## config.mk

```make
export PLATFORM = sky130hd
export DESIGN_NAME = lfsr_gen
export DESIGN_NICKNAME = d
export VERILOG_FILES = /design/src/rtl/lfsr_pkg.sv /design/src/rtl/lfsr_period_counter.sv /design/src/rtl/lfsr_gen.sv
export SDC_FILE = /design/constraint.sdc
export NUM_CORES = 1
export LEC_CHECK = 0
export ABC_AREA = 1
export BUFFER_PORTS_ARGS = -buffer_cell sky130_fd_sc_hd__buf_4
export CAP_MARGIN = 10
export CELL_PAD_IN_SITES_DETAIL_PLACEMENT = 0
export CELL_PAD_IN_SITES_GLOBAL_PLACEMENT = 1
export CORE_MARGIN = 2
export CORE_UTILIZATION = 25
export DETAILED_ROUTE_END_ITERATION = 7
export PLACE_DENSITY = 0.82
export SLEW_MARGIN = 20
export SYNTH_ARGS = -nofsm -noshare
export SYNTH_HDL_FRONTEND = slang
export SYNTH_HIERARCHICAL = 1
export SYNTH_SLANG_ARGS = --single-unit
```

## constraint.sdc

```tcl
create_clock -name clk -period 1.13 [get_ports clk]
set_input_delay 0.226 -clock clk [delete_from_list [all_inputs] [get_ports clk]]
set_output_delay 0.226 -clock clk [all_outputs]
set_load 0.1 [all_outputs]
```

## src/rtl/lfsr_pkg.sv

```systemverilog
// Shared constants and maximal-length tap masks for the LFSR generator.
package lfsr_pkg;

    localparam int unsigned LFSR_FIB = 0;
    localparam int unsigned LFSR_GAL = 1;

    // Bit k set means polynomial term x^(k+1); result is right-aligned in 32 bits.
    function automatic logic [31:0] max_taps(input int unsigned width);
        case (width)
            3:       return 32'h0000_0006;
            4:       return 32'h0000_000C;
            5:       return 32'h0000_0014;
            6:       return 32'h0000_0030;
            7:       return 32'h0000_0060;
            8:       return 32'h0000_00B8;
            9:       return 32'h0000_0110;
            10:      return 32'h0000_0240;
            11:      return 32'h0000_0500;
            12:      return 32'h0000_0829;
            13:      return 32'h0000_100D;
            14:      return 32'h0000_2015;
            15:      return 32'h0000_6000;
            16:      return 32'h0000_B400;
            17:      return 32'h0001_2000;
            18:      return 32'h0002_0400;
            19:      return 32'h0004_0023;
            20:      return 32'h0009_0000;
            21:      return 32'h0014_0000;
            22:      return 32'h0030_0000;
            23:      return 32'h0042_0000;
            24:      return 32'h00E1_0000;
            25:      return 32'h0120_0000;
            26:      return 32'h0200_0023;
            27:      return 32'h0400_0013;
            28:      return 32'h0900_0000;
            29:      return 32'h1400_0000;
            30:      return 32'h2000_0029;
            31:      return 32'h4800_0000;
            32:      return 32'h8020_0003;
            default: return 32'h0000_0000;
        endcase
    endfunction

endpackage

```

## src/rtl/lfsr_period_counter.sv

```systemverilog
// Measures steps until the LFSR returns to its seed; flags a missing return
// after 2^WIDTH-1 steps.
module lfsr_period_counter
    import lfsr_pkg::*;
#(
    parameter int unsigned WIDTH      = 8,
    parameter logic [31:0] RESET_SEED = 32'd1
) (
    input  logic             clk,
    input  logic             reset,
    input  logic             i_load,
    input  logic [WIDTH-1:0] i_seed,
    input  logic             i_step,
    input  logic [WIDTH-1:0] i_next_state,
    output logic [WIDTH-1:0] o_period,
    output logic             o_period_valid,
    output logic             o_no_repeat
);

    localparam logic [WIDTH-1:0] SEED_RST = WIDTH'(RESET_SEED);
    localparam logic [WIDTH-1:0] FULL     = '1;

    logic [WIDTH-1:0] r_seed_q;
    logic [WIDTH-1:0] r_count;
    logic [WIDTH-1:0] r_period;
    logic             r_period_valid;
    logic             r_no_repeat;

    logic [WIDTH-1:0] w_count_inc;
    logic             w_match;
    logic             w_done;

    assign w_count_inc = r_count + WIDTH'(1);
    assign w_match     = (i_next_state == r_seed_q);
    assign w_done      = r_period_valid | r_no_repeat;

    // Count freezes once a verdict is reached, so it never wraps.
    always_ff @(posedge clk) begin
        if (reset) begin
            r_seed_q       <= SEED_RST;
            r_count        <= '0;
            r_period       <= '0;
            r_period_valid <= 1'b0;
            r_no_repeat    <= 1'b0;
        end else if (i_load) begin
            r_seed_q       <= i_seed;
            r_count        <= '0;
            r_period_valid <= 1'b0;
            r_no_repeat    <= 1'b0;
        end else if (i_step && !w_done) begin
            r_count <= w_count_inc;
            if (w_match) begin
                r_period       <= w_count_inc;
                r_period_valid <= 1'b1;
            end else if (w_count_inc == FULL) begin
                r_no_repeat    <= 1'b1;
            end
        end
    end

    assign o_period       = r_period;
    assign o_period_valid = r_period_valid;
    assign o_no_repeat    = r_no_repeat;

endmodule

```

## src/rtl/lfsr_gen.sv

```systemverilog
// Parametrised Fibonacci/Galois LFSR with seed load and lock-up decode.
// Period checker is built only when LFSR_PERIOD_CHECK_EN is defined.
module lfsr_gen
    import lfsr_pkg::*;
#(
    parameter int unsigned WIDTH      = 8,
    parameter logic [31:0] TAPS       = 32'd0,
    parameter int unsigned GALOIS     = 0,
    parameter logic [31:0] RESET_SEED = 32'd1
) (
    input  logic             clk,
    input  logic             reset,
    input  logic             load,
    input  logic [WIDTH-1:0] seed,
    input  logic             en,
    output logic [WIDTH-1:0] state,
    output logic             lockup,
    output logic             period_valid,
    output logic [WIDTH-1:0] period,
    output logic             no_repeat
);

    localparam logic [WIDTH-1:0] MASK     = (TAPS == 32'd0) ? WIDTH'(max_taps(WIDTH))
                                                            : WIDTH'(TAPS);
    localparam logic [WIDTH-1:0] SEED_RST = WIDTH'(RESET_SEED);

    logic [WIDTH-1:0] r_state;
    logic [WIDTH-1:0] w_next_state;
    logic             w_lockup;

    if (GALOIS == LFSR_GAL) begin : g_galois
        assign w_next_state = (r_state >> 1) ^ ({WIDTH{r_state[0]}} & MASK);
    end else begin : g_fibonacci
        assign w_next_state = {r_state[WIDTH-2:0], ^(r_state & MASK)};
    end

    // Zero is a fixed point of both forms, so no special-case hold is needed.
    always_ff @(posedge clk) begin
        if (reset) begin
            r_state <= SEED_RST;
        end else if (load) begin
            r_state <= seed;
        end else if (en) begin
            r_state <= w_next_state;
        end
    end

    assign w_lockup = (r_state == '0);
    assign state    = r_state;
    assign lockup   = w_lockup;

`ifdef LFSR_PERIOD_CHECK_EN
    logic w_step;
    assign w_step = en && !w_lockup;

    lfsr_period_counter #(
        .WIDTH      (WIDTH),
        .RESET_SEED (RESET_SEED)
    ) u_period_counter (
        .clk            (clk),
        .reset          (reset),
        .i_load         (load),
        .i_seed         (seed),
        .i_step         (w_step),
        .i_next_state   (w_next_state),
        .o_period       (period),
        .o_period_valid (period_valid),
        .o_no_repeat    (no_repeat)
    );
`else
    assign period       = '0;
    assign period_valid = 1'b0;
    assign no_repeat    = 1'b0;
`endif

endmodule

```

* Yosys cells after proc, flatten, opt, wreduce, memory -nomap -nowiden
Cells that the tools add are included.
Storage, ports and cells: register bits 8, output and inout bits 19, logic and storage cells 6
Operators by class: muxes and demuxes 2, reduce and logical (&&, ||, !) cells 3
Operators by type and width (number):
- $mux W8 | 2
- $logic_not A8 Y1 | 1
- $reduce_xor A8 Y1 | 1
- $reduce_bool A2 Y1 | 1

* Longest topological paths before layout
depth after elaboration 3, mapped depth 8, gate-level depth less buffers 8

* Least setup slack after synthesis
No wires, ideal clock.
path kind register to output, from reg r_state[3], in the netlist state[3], to out lockup, arrival time 3.834 ns, path slack -2.930 ns, stages on the path, launching flop included 4, path buffers 0, path through dfxtp_1 inv_1 nand2_1 nor4_1
On the way: longest elaborated chain between the ends 1
RTL lines:
- start, declared | line lfsr_gen.sv:27 | logic [WIDTH-1:0] r_state;
- start signal, assigned | line lfsr_gen.sv:44 | r_state <= w_next_state;
- $logic_not A8 Y1 | line lfsr_gen.sv:48 | assign w_lockup = (r_state == '0);
- end, declared | line lfsr_gen.sv:17 | output logic lockup,
No other way between the ends.

* Worst setup path in the final report
from reg r_state[5], in the netlist state[5], to out lockup
Same word-level chain as after synthesis.

==> results.tsv <==
metric	value	unit
status	finished, violations left	
failing checks	setup timing	
# H-tree levels	1	
die width	51.1	um
gr ovfl total	0	
Pre-antenna DRT Iters	3	
# IOs	31	
die area	0.00261	mm^2
Pwr per Cell Area	1160	mW/mm^2
count of state elements after synthesis	8	
Core Rows	17	
CTS Buf Count	3	
Initial Utilization	25.8	%
global-route wire length before repair	2.28	mm
clock sink count	8	
GR Layer Usage met1	13.3	%
die height	51.1	um
Clock Tree Buf Depth	2	
Final Hold Viols	0	
gr busiest metal	met2	
final worst path period share	129	%
Post-Synthesis Cells	84	
via count	586	
Post-route DRC	0	
post-route ant nets	0	
min-delay worst type	primary input to flip-flop	
Clk Latency, worst-skew pair	0.26	ns
Synth Warn #	6	
Setup-failing EPs final	3	
Seq/Total Area, Yosys	28.9	%
synthesized area per cell	6.60	um^2
CTS hold repair buffers	0	
drt initial violations	1	
# port buffers	20	
fin nets	134	
detailed-route vias per instance	3.96	
Sequential Power Share	26.9	%
GP Congestion	0.748	
Final Util	47.0	%
final worst slack	-0.330	ns
combinational share of power	52.2	%
largest net degree at the start of global routing	13	
switching power	0.541	mW
GRT Overall Usage	12.2	%
WS Path Type	flip-flop to output port	
Clock Power Share	20.9	%
FF+latch area	183	um^2
Required @ worst endpoint	0.90	ns
core region area	0.00215	mm^2
Layout area overhead	82.2	%
Slew Limit Fails	0	
max reg flops	8	
Critical Path Fanout Max	2	
Critical Path End Type	output port	
peak supply drop	0.000437	V
cell internal pwr	0.631	mW
Sw Ratio	46.2	%
Power, Total	1.17	mW
GRT met3 Usage	5.56	%
Yosys cell types	16	
LEAKAGE	0.495	nW
Final min period	1.46	ns
antenna violations before repair	0	
max_cap viols	0	
Fill cells	206	
share of cells above drive strength 1	51.7	%
root buffer cell	clkbuf_4	
Worst Setup Start Kind	flip-flop	
Peak Freq	0.685	GHz
arrival time at the worst endpoint	1.23	ns
final WL	1.35	mm
met2 usage	19.5	%
# diodes	0	
post-DR wirelength/cell	9.14	um
vias in the first global route	514	
CTS tree	built	
DP HPWL	1.02	mm
Worst Clk Skew	0.00681	ns
multi-input logic area	337	um^2
Synth Cell Area	554	um^2
RSZ-0062 raised after global routing	yes	
Worst-path clk slew	0.06	ns
## placed cells by master (no fill, tap or decap), types with 2 or more instances in the layout
master / instances
nand2_1: 32
conb_1: 10
buf_6: 7
a31oi_1: 3
buf_12: 8
inv_1: 7
nand3_1: 4
nand3_2: 3
clkbuf_4: 3
inv_2: 4
dfxtp_4: 5
dfxtp_2: 3
nor2_2: 3
nor2_4: 2
buf_4: 19
## layout make-up
class,instances,share of cell area [%]
multi-input cells,62,33.3
repair buffers,34,37.8
flip-flops and latches,8,18.1
inverters,12,4.71
well taps,28,3.47
clock buffers,4,2.60
## final timing paths
path	from	to	slack [ns]	cells past startpoint
worst min-delay path	reset	state[3]	0.15	2
worst min register to register	state[2]	state[3]	0.61	3
worst max register to register	state[5]	state[0]	0.08	8
worst max-delay path	state[5]	lockup	-0.33	5
## critical path: stages (launching register included)
cell     delay (ns)
dfxtp_4        0.35
inv_4          0.05
ha_4           0.13
nand2_4        0.05
nor4_4         0.14
buf_6          0.26
## power groups by stage
| stage | Clock (mW) | Combinational [mW] | Sequential (mW) |
|---|---|---|---|
| 2_1_floorplan | 0 | 0.281 | 0.460 |
| 5_1_grt | 0.269 | 0.644 | 0.317 |
| 3_5_place_dp | 0 | 0.510 | 0.317 |
| 6_report | 0.245 | 0.612 | 0.315 |
| 4_1_cts | 0.253 | 0.594 | 0.315 |
| 3_3_place_gp | 0 | 0.508 | 0.316 |
## Yosys cell counts, drive strengths merged
cell,instances,area (um^2)
inv,12,45.0
buf,11,86.3
nor2,5,38.8
dfxtp,8,160
nand3,7,50.1
nor4,1,6.26
ha,1,12.5
nand2,34,128
a31oi,3,18.8
conb,1,3.75
a21oi,1,5.00
## stage by stage
stage	hold slack [ns]	TNS, ns	instance area [um^2]	worst slack [ns]	cells
6_report	0.147	-0.342	1010	-0.330	148
5_1_grt	0.149	-0.523	1010	-0.409	148
3_3_place_gp	0.422	-0.203	792	-0.194	139
3_5_place_dp	0.424	-0.245	792	-0.207	139
4_1_cts	0.142	-0.390	968	-0.347	143
2_1_floorplan	0.286	-1.08	626	-0.859	93
## cell families (layout without fill, tap and decap cells)
family	after synthesis	in the layout	share of synthesized area, %
flops	8	8	28.9
fa+ha+maj	1	1	2.26
other cells	1	10	0.677
buf+inv	23	50	23.7
simple gates	47	47	40.2
compound gates	4	4	4.29
## layer usage
| layer | up-vias | wire [um] |
|---|---|---|
| met4 | 0 | 24 |
| met2 | 16 | 673 |
| li1 | 311 | - |
| met3 | 3 | 94 |
| met5 | - | 0 |
| met1 | 256 | 560 |
## timing repair
item / in CTS / in global routing
buffers inserted: 0 / 7
pin swaps: 2 / 0
gates resized for setup: 38 / 4
setup endpoints to repair: 10 / 9
(Power assumes the default switching activity.)
